File: config.mk
export PLATFORM = sky130hd
export DESIGN_NAME = udp_delay_line
export DESIGN_NICKNAME = d
export VERILOG_FILES = /design/src/rtl/udp_delay_line.sv
export SDC_FILE = /design/constraint.sdc
export NUM_CORES = 1
export LEC_CHECK = 0
export CAP_MARGIN = 40
export CORE_AREA = 2 2 153 155
export DETAILED_ROUTE_END_ITERATION = 6
export DIE_AREA = 0 0 155 157
export PLACE_DENSITY = 0.86
export SYNTH_ARGS = -nofsm -noshare
export SYNTH_HDL_FRONTEND = slang
export SYNTH_SLANG_ARGS = --single-unit
File: constraint.sdc
create_clock -name clk -period 3.59 [get_ports clk]
set_input_delay 0.8975 -clock clk [delete_from_list [all_inputs] [get_ports clk]]
set_output_delay 0.8975 -clock clk [all_outputs]
set_load 0.01 [all_outputs]
File: src/rtl/udp_delay_line.sv
// ============================================================================
// Module  : udp_delay_line
// Brief   : Multi-channel programmable delay line (1..MAX_DEPTH ce cycles)
//           with FILL masking. Optional macro UDP_DELAY_LINE_OUTREG_EN adds
//           one extra output register stage.
// Revision: 1.0 - initial release
// ============================================================================
`default_nettype none

module udp_delay_line #(
    parameter int DATA_WIDTH = 8,
    parameter int CH_NUM     = 2,
    parameter int MAX_DEPTH  = 16,
    localparam int AW        = $clog2(MAX_DEPTH + 1)
) (
    input  logic                         clk,
    input  logic                         rst_n,
    input  logic                         ce,
    input  logic [AW-1:0]                latency,
    input  logic [CH_NUM*DATA_WIDTH-1:0] din,
    input  logic                         din_vld,
    output logic [CH_NUM*DATA_WIDTH-1:0] dout,
    output logic                         dout_vld,
    output logic                         busy
);

    localparam int            c_DW    = CH_NUM * DATA_WIDTH;
    localparam int            c_IW    = $clog2(MAX_DEPTH);
    localparam logic [AW-1:0] c_MAX_L = AW'(MAX_DEPTH);
    localparam logic [AW-1:0] c_ONE   = AW'(1);
    localparam logic [AW-1:0] c_WRAP  = AW'(MAX_DEPTH - 1);

    typedef enum logic [0:0] {
        S_FILL = 1'b0,
        S_RUN  = 1'b1
    } state_t;

    logic [c_DW:0]   r_mem [MAX_DEPTH];
    logic [AW-1:0]   r_wr_ptr;
    logic [AW-1:0]   r_fill_cnt;
    logic [AW-1:0]   r_lat;
    state_t          r_state;
    logic [c_DW-1:0] r_dout;
    logic            r_dout_vld;

    logic [AW-1:0]   w_lat;
    logic            w_chg;
    state_t          w_state_nxt;
    logic [AW-1:0]   w_cnt_nxt;
    logic            w_load;
    logic [AW:0]     w_rd_sum;
    logic [c_IW-1:0] w_rd_idx;
    logic [c_IW-1:0] w_wr_idx;
    logic [c_DW:0]   w_rd_data;

    always_comb begin
        w_lat = latency;
        if (latency == '0) begin
            w_lat = c_ONE;
        end else if (latency > c_MAX_L) begin
            w_lat = c_MAX_L;
        end
    end

    assign w_chg = (w_lat != r_lat);

    // The sample taken L-1 ce cycles ago lives at wr_ptr-(L-1); L==1 bypasses
    // the buffer so the output register alone supplies the single cycle.
    always_comb begin
        w_rd_sum = {1'b0, r_wr_ptr} + (AW+1)'(MAX_DEPTH + 1) - {1'b0, w_lat};
        if (w_rd_sum >= (AW+1)'(MAX_DEPTH)) begin
            w_rd_sum = w_rd_sum - (AW+1)'(MAX_DEPTH);
        end
        w_rd_idx  = c_IW'(w_rd_sum);
        w_wr_idx  = c_IW'(r_wr_ptr);
        w_rd_data = (w_lat == c_ONE) ? {din_vld, din} : r_mem[w_rd_idx];
    end

    always_comb begin
        w_state_nxt = r_state;
        w_cnt_nxt   = r_fill_cnt;
        w_load      = 1'b0;
        if ((r_state == S_FILL) || w_chg) begin
            w_cnt_nxt = w_chg ? '0 : (r_fill_cnt + c_ONE);
            if (w_cnt_nxt >= (w_lat - c_ONE)) begin
                w_state_nxt = S_RUN;
                w_load      = 1'b1;
            end else begin
                w_state_nxt = S_FILL;
            end
        end else begin
            w_load = 1'b1;
        end
    end

    // Storage carries no reset; stale entries are hidden by FILL.
    always_ff @(posedge clk) begin
        if (ce) begin
            r_mem[w_wr_idx] <= {din_vld, din};
        end
    end

    always_ff @(posedge clk or negedge rst_n) begin
        if (!rst_n) begin
            r_wr_ptr   <= '0;
            r_fill_cnt <= '0;
            r_lat      <= c_ONE;
            r_state    <= S_FILL;
            r_dout     <= '0;
            r_dout_vld <= 1'b0;
        end else if (ce) begin
            r_wr_ptr   <= (r_wr_ptr == c_WRAP) ? '0 : (r_wr_ptr + c_ONE);
            r_fill_cnt <= w_cnt_nxt;
            r_lat      <= w_lat;
            r_state    <= w_state_nxt;
            if (w_load) begin
                {r_dout_vld, r_dout} <= w_rd_data;
            end else begin
                r_dout_vld <= 1'b0;
            end
        end
    end

`ifdef UDP_DELAY_LINE_OUTREG_EN
    logic [c_DW-1:0] r_dout_q;
    logic            r_dout_vld_q;
    logic            r_fill_q;

    always_ff @(posedge clk or negedge rst_n) begin
        if (!rst_n) begin
            r_dout_q     <= '0;
            r_dout_vld_q <= 1'b0;
            r_fill_q     <= 1'b1;
        end else if (ce) begin
            r_dout_q     <= r_dout;
            r_dout_vld_q <= r_dout_vld;
            r_fill_q     <= (r_state == S_FILL);
        end
    end

    assign dout     = r_dout_q;
    assign dout_vld = r_dout_vld_q;
    assign busy     = (r_state == S_FILL) | r_fill_q;
`else
    assign dout     = r_dout;
    assign dout_vld = r_dout_vld;
    assign busy     = (r_state == S_FILL);
`endif

endmodule

`default_nettype wire
# Word level (Yosys, flattened, before mapping)
# Memories as Yosys holds them, arrays and structs flattened.
# Cells that the tools add are included.
# op_classes
reduce_logical	4
bitwise	1
muxes	11
add_sub_neg	6
n_eq_ne	3
n_lt_le_gt_ge	3
# op_table
op	n
5-bit two-way mux	4
17-bit two-way mux	1
5-bit by 1-bit adder with 5-bit output, second input constant	2
5-bit by 5-bit adder with 6-bit output, second input constant	1
6-bit by 5-bit greater-or-equal comparator with 1-bit output, second input constant	1
6-bit by 5-bit subtractor with 6-bit output	1
5-bit by 1-bit equality test with 1-bit output, second input constant	1
5-bit by 4-bit equality test with 1-bit output, second input constant	1
5-bit greater-or-equal comparator	1
5-bit > comparator, second input constant	1
5-bit zero test	1
1-bit two-way mux	5
5-bit inequality test	1
5-bit by 1-bit subtractor with 5-bit output, second input constant	1
4-bit two-way mux	1
2-bit AND reduction	2
4-bit by 1-bit subtractor with 4-bit output, second input constant	1
1-bit logical OR	1
1-bit inverter	1
# word_totals
reg_bits	33
ramBits	272
input_bits	25
n_memories	1
elab_cells	35
# memory_table
name	depth	word_bits	read_ports	rd_ports_with_merged_regs	wr	line_no	rtl
r_mem	16	17	1	0	1	38	logic [c_DW:0] r_mem [MAX_DEPTH];

# Depth between registers and ports, before layout
# Gate-level depths: netlist of run 1.
# logic_depth
depth_word	9
depth_mapped	14
mapped_depth_nobuf	13

# Worst setup path before layout of run 1
# Ideal clock, no wire load.
# synth_timing
path_type	input -> register
startpoint	in latency[4]
endpoint	reg r_dout[10] (netlist: dout[10])
stages	14
setup_ns	0.125
path_buffers	2
arrival_time_ns	4.166
slack_ns	-0.701
cell_sequence	buf_2 nand2b_1 inv_1 ha_1 inv_1 ha_1 fa_1 xnor2_1 xnor2_2 xnor2_2 buf_6 mux4_2 mux2_2 mux2_2
# synth_between
elab_chain_len	9
elab_cells_between_ends	19
classes_between	add/sub: 3; order compare: 3; eq/ne: 2; mux: 7; reduce/logical: 3; memory: 1
# synth_lines
element	line_no	rtl
start, declared	19	input logic [AW-1:0] latency,
5-bit > comparator	60	end else if (latency > c_MAX_L) begin
5-bit two-way mux	60	
5-bit two-way mux *	58	if (latency == '0) begin
via w_lat[1]	46	logic [AW-1:0] w_lat;
parallel branches: the longest is 6 deep, another holds memory 16 x 17 bit	--	
end signal, assigned	117	{r_dout_vld, r_dout} <= w_rd_data;
end, declared	43	logic [c_DW-1:0] r_dout;
# Mark *: on every way through the listed nets, which the timed path passes.
# A chain may end at the register's enable or synchronous reset.

# Worst setup path in the final report of run 1
# layout_timing
startpoint	in latency[2]
endpoint	reg r_dout[13] (netlist: dout[13])
# layout_between
elab_chain_len	9
elab_cells_between_ends	19
classes_between	add/sub: 3; order compare: 3; eq/ne: 2; mux: 7; reduce/logical: 3; memory: 1
# layout_lines
element	line_no
5-bit > comparator	60
5-bit two-way mux	60
5-bit two-way mux *	58
parallel branches: the longest is 6 deep, another holds memory 16 x 17 bit	--
# Mark *: on every way between the ends.

==> results.txt, run 1 <==
The leakage dissipation is 5.187 nW. The largest stage delay on the critical path is 370 ps. Routability-driven placement finished with a final weighted congestion of 0.8128. CTS built an H-tree with a depth of 1.

The power density relative to cell area came out at 878.3 nW/um^2. The post-layout minimum cycle time came out at 3548 ps. The post-cts hold buffer count is 0.

Across the VDD grid, the largest voltage drop is between 0.0004 and 0.0005 V. The initial core utilization is 0.5468. The worst setup timing slack at the placement stage is -976.2 ps. The share of synthesized area in the top cell type comes to 0.6638. The max-slew violation count came out at 0. A synthesized cell averages ~21 sq um. The cell row count is 55. In this run the tightest slew margin relative to its limit is 0.5698. Walking the worst path, the cells encountered are buf_6, buf_6, buf_4, or3_1, a21oi_1, a21oi_1, or3_4, nor2_1, ha_1, and3_1, a21oi_1, o21ai_2, a31oi_2, buf_4, bufbuf_16, mux2_2. The run finished with clean final reports. The first global-routing pass estimated 43.37 mm of wire.

The instance area after placement came out at 13,720 sq um. The final-layout setup total negative slack is 0 ps. The critical-path cell with the highest stage delay is or3_1. The tree is rooted in a clkbuf_16. Setup repair after global routing could not meet its margin everywhere. The area added between synthesis and finish came out at 20.50%. The detailed-route via count is ~6,500. In the routed design, unresolved DRC markers number 0.

The fill cell total of the finished layout is 1,338. The insertion delay of the later-clocked pin in the worst-skew pair came out at 550 ps. After synthesis, the share of flip-flops with an asynchronous set or reset is 0.1082. The number of vias per cell after detailed routing is ~6.4. The biggest fanout along the worst timing path came out at 6. The count of nets left with antenna violations once routing finished came out at 0. The critical path in this run is classified as primary input to flip-flop. The height of the chip came out at 157 microns.

On the final layout, the worst hold slack is 143.6 ps. The fraction of final layout cells with drive strength greater than 1 came out at 0.3734. Ranked by total cell area, the synthesized netlist is headed by edfxtp_1 (66%), mux4_2 (15%), dfrtp_1 (6.5%), mux2_2 (3.2%), ha_1 (1.6%).

The number of hold violations in the final report came to 0. The number of I/O pins is 43. The number of cells produced by synthesis came out at roughly 580. The final non-filler cell area came out at 14,830 sq um. Yosys instantiated no cell more often than edfxtp_1. TritonCTS built the clock tree. The total wire length after detailed routing is 29.11 mm. The most used flip-flop cell after synthesis is edfxtp_1. The final-report setup violation count is 0. After clock tree synthesis, the clock-pin slew on the worst setup and hold paths is 60 ps.

The library cell appearing most often on the critical path is a21oi_1. The number of buffer and inverter instances along the worst setup path came out at 5. The post-synthesis register bit count came out at 305. The overall overflow remaining after global route came out at 0. The core region is 22,500 sq um. The gate family responsible for the most delay along the worst path is simple AND/OR/NAND/NOR gates.

The path class of the tightest hold or removal check is primary input to asynchronous set/reset pin. From left edge to right edge, the die measures around 160 microns. The net count reported at finish came out at 742. The number of buffers on the longest clock path came out at 3.

The worst setup path is launched from a primary input. Of the synthesized area, sequential elements account for 0.7310. The total power draw came out at 13.02 mW.

The library cell occupying the most area in the post-synthesis netlist is edfxtp_1. The die covers 24,340 sq um. The total placed cells including tap cells came out at 946. The final non-filler cell total is 1,008. The post-synthesis instance area is around 12,000 sq um. The global-route usage over all layers came out at 0.2459.

The count of unique library cells instantiated by Yosys came out at 40. The final core area utilization came out at 0.6589. The number of antenna violations at the first check in global routing came out at 0. TritonCTS created 29 clock buffers. The number of enable-type register cells in the synthesized netlist is roughly 270. Across the run, the number of max-cap violations was 0. After layout, the worst setup slack is about 42 ps.

STA classifies the critical path endpoint as a flip-flop. The via count of the first global-routing pass came out at 6,793. The number of port buffers came out at 42. The post-DP HPWL is 15.94 mm. The highest clock frequency the design can meet is 0.2819 GHz.

Data on the critical path arrives at its endpoint at 3980 ps. The required time of the critical path came out at about 4000 ps. The worst-margin pin slew came out at approximately 640 ps. Entering global routing, the biggest net connects 33 pins.

The initial detailed-routing violation count is 736. The number of antenna cells inserted came out at 0. When the netlist entered floorplanning its net count stood at 625. The total number of yosys warnings is 0.

CTS saw between 300 and 400 sinks. The number of iterations in the first detailed-routing pass is 5. The share of the clock period used by the worst path after layout came out at 0.9883. After synthesis, the most frequently instantiated cells are edfxtp_1 (272), mux4_2 (82), mux2_2 (35), dfrtp_1 (32), nor2_1 (21). Between clock sinks in the finished design, the worst skew comes to approximately 16 ps. The wire length per cell after detailed routing came out at 28.88 microns.
## placed cells by master, fill, tap and decap left out, types with 9 or more instances in the layout
master | netlist | routed
clkinv_2 | 0 | 9
mux4_2 | 82 | 85
buf_4 | 0 | 54
edfxtp_1 | 272 | 272
clkbuf_16 | 0 | 29
ha_1 | 16 | 13
nand2_1 | 12 | 12
mux2_4 | 0 | 26
inv_1 | 11 | 9
buf_12 | 0 | 10
dfrtp_1 | 32 | 32
nor2_1 | 21 | 19
clkdlybuf4s50_1 | 0 | 36
mux2_2 | 35 | 9
## kinds of logic after synthesis
| logic type | count (synthesis) | share of synthesized area |
|---|---|---|
| AOI/OAI and AO/OA | 27 | 0.01332 |
| xor gates and xnor gates | 10 | 0.008339 |
| adders and majority gates | 17 | 0.01790 |
| buffers and inverters | 37 | 0.01291 |
| DFF | 305 | 0.7310 |
| muxes | 123 | 0.1910 |
| and+or+nand+nor | 64 | 0.02553 |
## worst paths after layout
| path | start | to | slack, ps | cells after the start |
|---|---|---|---|---|
| min in group clk | dout_vld$_DFFE_PN0P_ | dout_vld$_DFFE_PN0P_ | 480 | 1 |
| worst min-delay path | rst_n | r_lat[2]$_DFFE_PN0P_ | 140 | 1 |
| worst min register to register | dout_vld$_DFFE_PN0P_ | dout_vld$_DFFE_PN0P_ | 480 | 1 |
| worst max-delay path | latency[2] | dout[13]$_DFFE_PN0P_ | 40 | 16 |
| worst max register to register | r_wr_ptr[1]$_DFFE_PN0P_ | dout[3]$_DFFE_PN0P_ | 100 | 13 |
| max in group asynchronous | rst_n | r_lat[0]$_DFFE_PN1P_ | 2980 | 2 |
## routing by layer
layer / vias to the layer above / wire length (microns) / global-route usage
met1: 3409 / 10510 / 0.3142
met4: 0 / 809 / 0.07981
met2: 394 / 15440 / 0.4383
li1: 2627 / - / -
met5: - / 0 / 0
met3: 64 / 2354 / 0.03662
## flip-flops by register name (all words and copies together) (netlist names)
register / count
r_mem: 272
dout: 16
r_fill_cnt: 5
r_lat: 5
r_wr_ptr: 5
dout_vld: 1
r_state: 1
## area by class of cell
class	instances	area (sq um)	share of cell area
flip-flops and latches	305	8995	0.6067
multi-input cells	241	3391	0.2287
repair buffers	112	1117	0.07536
clock inverters	16	136.4	0.009198
inverters	11	41.29	0.002785
well taps	285	356.6	0.02405
clock buffers	38	789.5	0.05325
## repair_timing
action,4_1_cts,5_1_grt
setup buffers,6,0
pin swaps,7,6
gates resized for setup,28,18
setup endpoints to repair,17,16
gates cloned,2,0
## where the power goes
| part | internal, mW | switching (mW) |
|---|---|---|
| combinational | 3.22 | 2.31 |
| clock | 1.69 | 1.28 |
| sequential | 4.30 | 0.215 |
Note: power is estimated with default switching activity, not from simulation.
==> inputs of run 2 (changes only) <==
--- a/config.mk
+++ b/config.mk
@@ -7,8 +7,9 @@
 export LEC_CHECK = 0
 export CAP_MARGIN = 40
-export CORE_AREA = 2 2 153 155
+export CORE_AREA = 2 2 169 171
 export DETAILED_ROUTE_END_ITERATION = 6
-export DIE_AREA = 0 0 155 157
-export PLACE_DENSITY = 0.86
+export DIE_AREA = 0 0 171 173
+export PLACE_DENSITY = 0.74
+export REMOVE_ABC_BUFFERS = 1
 export SYNTH_ARGS = -nofsm -noshare
 export SYNTH_HDL_FRONTEND = slang
==> constraint.sdc (replaced) <==
create_clock -name clk -period 3.59 [get_ports clk]
set_input_delay 0.718 -clock clk [delete_from_list [all_inputs] [get_ports clk]]
set_output_delay 0.718 -clock clk [all_outputs]
set_load 0.01 [all_outputs]
==> run 2 against run 1 <==
  * Wire length down 7.9%
  * Utilization shrank 12 points
  * Sequential power barely moved
  * Clock power grew 17%
  * Final area increased by 0.43%
  * Via count down 5.9%
  * Clock skew is 3.9 ps lower
  * Critical path depth decreased by 4
  * Largest cell class unchanged
  * Largest power group unchanged
==> results.txt, run 2 (synthesis results as in run 1) <==
The TritonCTS clock tree was done (unchanged). The peak supply drop is 0.0005789 V (was 0.0004905 V). The number of buffers on the longest clock path came out at 3 (unchanged). The overall overflow remaining after global route came out at 0 (unchanged). The number of iterations in the first detailed-routing pass came out at 6 (was 5).

Critical-path cell list: clkdlybuf4s50_1, o21bai_2, ha_4, ha_2, fa_2, xnor2_2, xnor2_2, xnor2_4, buf_12, mux4_1, mux2_2, mux2_2 (was buf_6, buf_6, buf_4, or3_1, a21oi_1, a21oi_1, or3_4, nor2_1, ha_1, and3_1, a21oi_1, o21ai_2, a31oi_2, buf_4, bufbuf_16, mux2_2). The required time of the critical path came to 4030 ps (was 4020 ps). The max-slew violation count came out at 0 (unchanged).

The detailed-route via count was 6,110 (was 6,494). The initial detailed-routing violation count is 626 (was 736). The biggest fanout along the worst timing path came to 7 (was 6). The number of I/O pins is 43 (unchanged). The clock tree skew after final layout is 12.60 ps (was 16.47 ps). The instance area after placement was 13,690 sq um (was 13,720 sq um). The slack of the critical path came out at 123.8 ps (was 42.06 ps).

The critical path class is primary input to flip-flop (unchanged). The number of antenna cells inserted is 0 (unchanged). The most common library cell in the layout ignoring fill and taps is edfxtp_1 (unchanged). The register with the highest flop count is r_mem (unchanged). The arrival time at the worst endpoint came to 3900 ps (was 3980 ps). The leakage dissipation was 5.060 nW (was 5.187 nW).

The number of antenna violations at the first check in global routing is 1 (was 0). The DRC violations left is 0 (unchanged). The cell at the root of the clock tree is clkbuf_16 (unchanged). The total wire length after detailed routing is 26.82 mm (was 29.11 mm). The total placed cells including tap cells is 1,032 (was 946). The area added between synthesis and finish came out at 21.02% (was 20.50%). The final non-filler cell area is 14,890 sq um (was 14,830 sq um).

The worst-margin pin slew was 611.3 ps (was 643.4 ps). The worst hold-check path type is primary input to asynchronous set/reset pin (unchanged). The critical-path cell with the highest stage delay is mux4_1 (was or3_1). The number of hold violations in the final report came out at 0 (unchanged).

The fill cell total of the finished layout came out at 2,112 (was 1,338). The height of the chip came to 173 microns (was 157 microns). The number of buffers added by the clock tree synthesis step is 31 (was 29). The post-layout minimum cycle time is 3466 ps (was 3548 ps). The pin count of the biggest net entering global routing is 26 (was 33). The number of flip-flops in the largest register came to 272 (unchanged). The total clock sinks is 305 (unchanged). The fraction of final layout cells with drive strength greater than 1 was 0.3599 (was 0.3734).

The post-cts hold buffer count was 0 (unchanged). The clock-pin slew on the worst setup and hold paths was 70 ps (was 60 ps). The highest clock frequency the design can meet came out at 0.2885 GHz (was 0.2819 GHz).

The net count reported at finish is 733 (was 742). The number of port buffers came to 42 (unchanged). The type of origin of the critical path was a primary input (unchanged). The final-report setup violation count is 0 (unchanged). The largest stage delay on the critical path came out at 550 ps (was 370 ps).

Run status: completed (unchanged). The die width came out at 171 microns (was 155 microns). The global-route usage over all layers is 0.1844 (was 0.2459). The power density relative to cell area is 882.3 nW/um^2 (was 878.3 nW/um^2). The gate family responsible for the most delay along the worst path is multiplexers (was simple AND/OR/NAND/NOR gates).

The cell row count was 61 (was 55). The area of the core region is 27,630 sq um (was 22,500 sq um). The register area came out at 8995 sq um (unchanged). The level count of the clock H-tree came to 1 (unchanged).

The final-layout setup total negative slack came to 0 ps (unchanged). The wire length of the first global-routing pass came out at 40.10 mm (was 43.37 mm). The number of vias per cell after detailed routing is 5.595 (was 6.442).

The initial core utilization came out at 0.4453 (was 0.5468). The tightest slew margin relative to the limit is 0.5912 (was 0.5698). The share of the clock period used by the worst path after layout is 0.9655 (was 0.9883).

Commonest cells after routing, fill and taps aside: edfxtp_1 (272), mux4_2 (82), buf_4 (48), clkdlybuf4s50_1 (37), mux2_2 (35) (was edfxtp_1 (272), mux4_2 (85), buf_4 (54), clkdlybuf4s50_1 (36), dfrtp_1 (32)). The via count of the first global-routing pass is 6,531 (was 6,793). The insertion delay of the later-clocked pin in the worst-skew pair is 570 ps (was 550 ps). The area of the die came to 29,580 sq um (was 24,340 sq um).

The final core area utilization came out at 0.5389 (was 0.6589). The remaining antenna violation count was 0 (unchanged). The wire length per cell after detailed routing came to 24.56 microns (was 28.88 microns).

The number of buffer and inverter instances along the worst setup path was 2 (was 5). The area of the multi-input gates came out at 3274 sq um (was 3391 sq um). The final weighted congestion in routability-driven placement came out at 0.8044 (was 0.8128). The worst setup timing slack at the placement stage is -848.9 ps (was -976.2 ps). Unrepaired setup endpoints after global routing: false (was true).

The critical path capture point type is a flip-flop (unchanged). The post-DP HPWL came to 15.50 mm (was 15.94 mm). The final non-filler cell total came out at 1,092 (was 1,008).

The number of max-cap violations is 0 (unchanged).
## run 2: per-layer routing
metal  track usage  wire length, microns  share of wire
met4       0.05403                   684          0.026
met1        0.2381                 10320           0.38
met3       0.02632                  1568          0.058
met5             0                    13        0.00048
met2        0.3244                 14240           0.53
## run 2: worst reg2reg max path, cell delays in order, from the launching register on
cell and delay [ps]:
dfrtp_1 390, inv_1 100, ha_1 290, inv_1 40
ha_2 160, fa_2 360, xnor2_2 160, xnor2_2 240
xnor2_4 190, buf_12 180, mux4_1 560, mux2_2 290
mux2_2 280
## run 2: power by group
part           internal [mW]  switching (mW)  total (mW)
registers               4.30           0.200        4.50
logic                   3.00            2.16        5.17
clock network           2.17            1.30        3.47
## run 2: per-stage QoR
stage                     power, mW  hold WS (ps)
after floorplan               7.788         422.4
after global placement        9.314         477.3
after detailed placement      9.504         480.2
after CTS                     13.25         122.7
after global routing          13.70         142.5
final                         13.14         116.0
## run 2: repair_timing
action	CTS	global route
pin swaps	3	4
buffers inserted	4	0
gates resized for setup	9	5
setup endpoints to repair	16	16
## run 2: worst paths after layout
kind,from,endpoint,slack [ps],cells after the start
min in group clk,dout[3]$_DFFE_PN0P_,dout[3]$_DFFE_PN0P_,510,1
hold / removal,rst_n,r_state$_DFFE_PN0P_,120,1
setup / recovery,latency[0],dout[13]$_DFFE_PN0P_,120,12
hold reg to reg,dout[3]$_DFFE_PN0P_,dout[3]$_DFFE_PN0P_,510,1
setup reg to reg,r_wr_ptr[1]$_DFFE_PN0P_,dout[13]$_DFFE_PN0P_,220,12
max in group asynchronous,rst_n,dout[13]$_DFFE_PN0P_,2980,2
## run 2: layout make-up
type                       instances  area share
clock inverter                    18     0.02075
tap                              378     0.03176
inverter                          11    0.002773
clock buffer                      38     0.05386
sequential                       305      0.6041
multi-input combinational        241      0.2199
timing repair buffer             101     0.06689
==> inputs of run 3 (changes only) <==
Settings changed: REMOVE_ABC_BUFFERS 1 to unset.
==> run 3 against run 2 <==
  * Non-clock buffer count shrank 10
  * Via count is essentially flat
  * Sequential share of layout area down 0.11 points
  * Critical path type unchanged
  * Largest cell class unchanged
  * Highest routed layer unchanged
==> results.txt, run 3 (synthesis results as in run 1) <==
Run status: completed (unchanged). The remaining antenna violation count is 0 (unchanged). The area added between synthesis and finish came out at 21.23% (was 21.02%). The share of the clock period used by the worst path after layout came out at 0.9673 (was 0.9655). The level count of the clock H-tree was 1 (unchanged).

The number of hold violations in the final report was 0 (unchanged). Unrepaired setup endpoints after global routing: false (unchanged). The area of the core region came out at 27,630 sq um (unchanged). The critical path class is primary input to flip-flop (unchanged). The depth of the worst register-to-register path came out at 13 (was 12).

The endpoint of the worst-slack reg-to-reg timing path is dout[4]$_DFFE_PN0P_ (was dout[13]$_DFFE_PN0P_). The final weighted congestion in routability-driven placement is 0.8244 (was 0.8044). The post-layout minimum cycle time came out at 3473 ps (was 3466 ps). The TritonCTS clock tree was done (unchanged).

The register area is 8995 sq um (unchanged). The final core area utilization came to 0.5399 (was 0.5389). The pin count of the biggest net entering global routing came to 31 (was 26). The die width was 171 microns (unchanged). The combinational group share of total power is 0.406 (was 0.393). The fill cell total of the finished layout came out at 2,062 (was 2,112). The switching power summed over all nets is 3.683 mW (was 3.666 mW). The total placed cells including tap cells is 1,024 (was 1,032).

The fraction of final layout cells with drive strength greater than 1 came out at 0.3613 (was 0.3599). The via count of the first global-routing pass is 6,424 (was 6,531). The worst hold-check path type is primary input to asynchronous set/reset pin (unchanged).

The number of antenna violations at the first check in global routing came out at 1 (unchanged). The clock-pin slew on the worst setup and hold paths is 60 ps (was 70 ps). The number of antenna cells inserted is 0 (unchanged). The wire length per cell after detailed routing was 24.23 microns (was 24.56 microns). The area of the die came out at 29,580 sq um (unchanged).

The tightest slew margin relative to the limit came out at 0.5956 (was 0.5912). The leakage dissipation came out at 5.104 nW (was 5.060 nW). The peak supply drop came out at 0.0004589 V (was 0.0005789 V). The highest clock frequency the design can meet is 0.2880 GHz (was 0.2885 GHz).

The number of buffers on the longest clock path was 3 (unchanged). The number of I/O pins came to 43 (unchanged). The critical path capture point type is a flip-flop (unchanged). The initial detailed-routing violation count came out at 573 (was 626). The internal power came to 9.571 mW (was 9.472 mW). The post-cts hold buffer count is 0 (unchanged). Critical-path cell list: clkdlybuf4s15_1, nor3_4, o21bai_4, ha_4, ha_4, fa_2, xnor2_2, xnor2_2, xnor2_4, buf_12, buf_12, mux4_2, mux2_4, mux2_4 (was clkdlybuf4s50_1, o21bai_2, ha_4, ha_2, fa_2, xnor2_2, xnor2_2, xnor2_4, buf_12, mux4_1, mux2_2, mux2_2). The insertion delay of the later-clocked pin in the worst-skew pair came to 550 ps (was 570 ps).

The number of buffers added by the clock tree synthesis step came to 30 (was 31). The worst-margin pin slew is 604.7 ps (was 611.3 ps). The share of power burned in registers is 0.339 (was 0.343).

The cell row count was 61 (unchanged). The arrival time at the worst endpoint is 3910 ps (was 3900 ps). The register-to-register path setup slack is 150 ps (was 220 ps). The number of iterations in the first detailed-routing pass is 4 (was 6). The register with the highest flop count is r_mem (unchanged).

The largest stage delay on the critical path is 520 ps (was 550 ps). The area of the multi-input gates is 3363 sq um (was 3274 sq um). The most common library cell in the layout ignoring fill and taps is edfxtp_1 (unchanged). The number of port buffers came to 42 (unchanged). The number of flip-flops in the largest register is 272 (unchanged).

The number of vias per cell after detailed routing was 5.649 (was 5.595). Commonest cells after routing, fill and taps aside: edfxtp_1 (272), mux4_2 (85), clkdlybuf4s50_1 (36), buf_4 (33), dfrtp_1 (32) (was edfxtp_1 (272), mux4_2 (82), buf_4 (48), clkdlybuf4s50_1 (37), mux2_2 (35)). The global-route usage over all layers came out at 0.1816 (was 0.1844).

The net count reported at finish is 722 (was 733). The cell at the root of the clock tree is clkbuf_16 (unchanged). The power density relative to cell area is 888.5 nW/um^2 (was 882.3 nW/um^2). The switching share of power came out at 0.2779 (was 0.2790). The final-report setup violation count came to 0 (unchanged).

The critical-path cell with the highest stage delay is mux4_2 (was mux4_1). The height of the chip is 173 microns (unchanged). The DRC violations left came out at 0 (unchanged). The total power draw was 13.25 mW (was 13.14 mW). The final non-filler cell total came to 1,081 (was 1,092).

The worst hold-check slack came to 73.18 ps (was 116.0 ps). The initial core utilization is 0.4453 (unchanged). The max-slew violation count is 0 (unchanged).

The origin of the critical flop-to-flop path was r_wr_ptr[1]$_DFFE_PN0P_ (unchanged). The overall overflow remaining after global route is 0 (unchanged). The biggest fanout along the worst timing path is 6 (was 7). The total wire length after detailed routing was 26.20 mm (was 26.82 mm).

The wire length of the first global-routing pass was 39.86 mm (was 40.10 mm). The total clock sinks is 305 (unchanged). The post-DP HPWL came to 15.32 mm (was 15.50 mm). The type of origin of the critical path is a primary input (unchanged). The number of max-cap violations is 0 (unchanged). The part of the power in the clock network came out at 0.255 (was 0.264). The detailed-route via count is 6,107 (was 6,110). The required time of the critical path came out at 4020 ps (was 4030 ps).

The clock tree skew after final layout is 6.789 ps (was 12.60 ps).
run 3: cell count changes in the layout (fill, tap and decap cells not counted), sizes merged:
cell           delta
buf              -10
clkinv            +3
dlygate4sd2       -2
inv               -2
bufbuf            +1
bufinv            -1
clkbuf            -1
clkdlybuf4s50     -1
clkinvlp          +1
dlymetal6s2s      +1
run 3: repair_timing:
item | CTS | global route
pin swaps | 6 | 6
setup endpoints to repair | 17 | 16
buffers inserted | 1 | 0
gates cloned | 1 | 0
gates resized for setup | 9 | 11
run 3: per-layer routing:
layer	part of all wire	GRT usage	routed length (microns)
met1	0.40	0.2410	10540
met2	0.51	0.3066	13410
met3	0.063	0.03273	1649
met5	0.00061	0	16
met4	0.022	0.05508	577
run 3: how the worst max path moves through the flow:
stage,start,end,slack [ps],cells after the start
4_1_cts,latency[2],dout[4]$_DFFE_PN0P_,30,15
2_1_floorplan,latency[4],dout[10]$_DFFE_PN0P_,-160,14
3_5_place_dp,latency[1],dout[4]$_DFFE_PN0P_,-800,13
5_1_grt,r_wr_ptr[1]$_DFFE_PN0P_,dout[4]$_DFFE_PN0P_,20,13
3_3_place_gp,latency[1],dout[8]$_DFFE_PN0P_,-690,13
6_report,latency[3],dout[4]$_DFFE_PN0P_,120,14
run 3: layout make-up:
class	count	area share
Tap cell	378	0.03171
Multi-Input combinational cell	241	0.2255
Inverter	11	0.002768
Clock inverter	19	0.01837
Sequential cell	305	0.6030
Timing Repair Buffer	91	0.06475
Clock buffer	36	0.05393
run 3: power groups by stage:
stage	Combinational [mW]	Sequential, mW	Clock (mW)
2_1_floorplan	3.55	4.52	0
3_3_place_gp	4.96	4.54	0
3_5_place_dp	5.15	4.56	0
4_1_cts	5.45	4.49	3.43
5_1_grt	5.73	4.52	3.57
6_report	5.38	4.49	3.38
run 3: metrics by stage:
stage          setup TNS, ps  worst slack [ps]  cell area (sq um)
2_1_floorplan          -1591            -163.1              12480
3_3_place_gp          -11350            -694.3              13780
3_5_place_dp          -12680            -800.7              13800
4_1_cts                    0             31.04              14940
5_1_grt                    0             15.43              14920
6_report                   0             117.2              14920
run 3: worst max-delay path, delay by kind of cell:
family          cells  cell delay, ps
compound gates      1              90
xor+xnor            3             620
fa+ha+maj           3             660
mux                 3            1070
simple gates        1             220
buf+inv             3             500
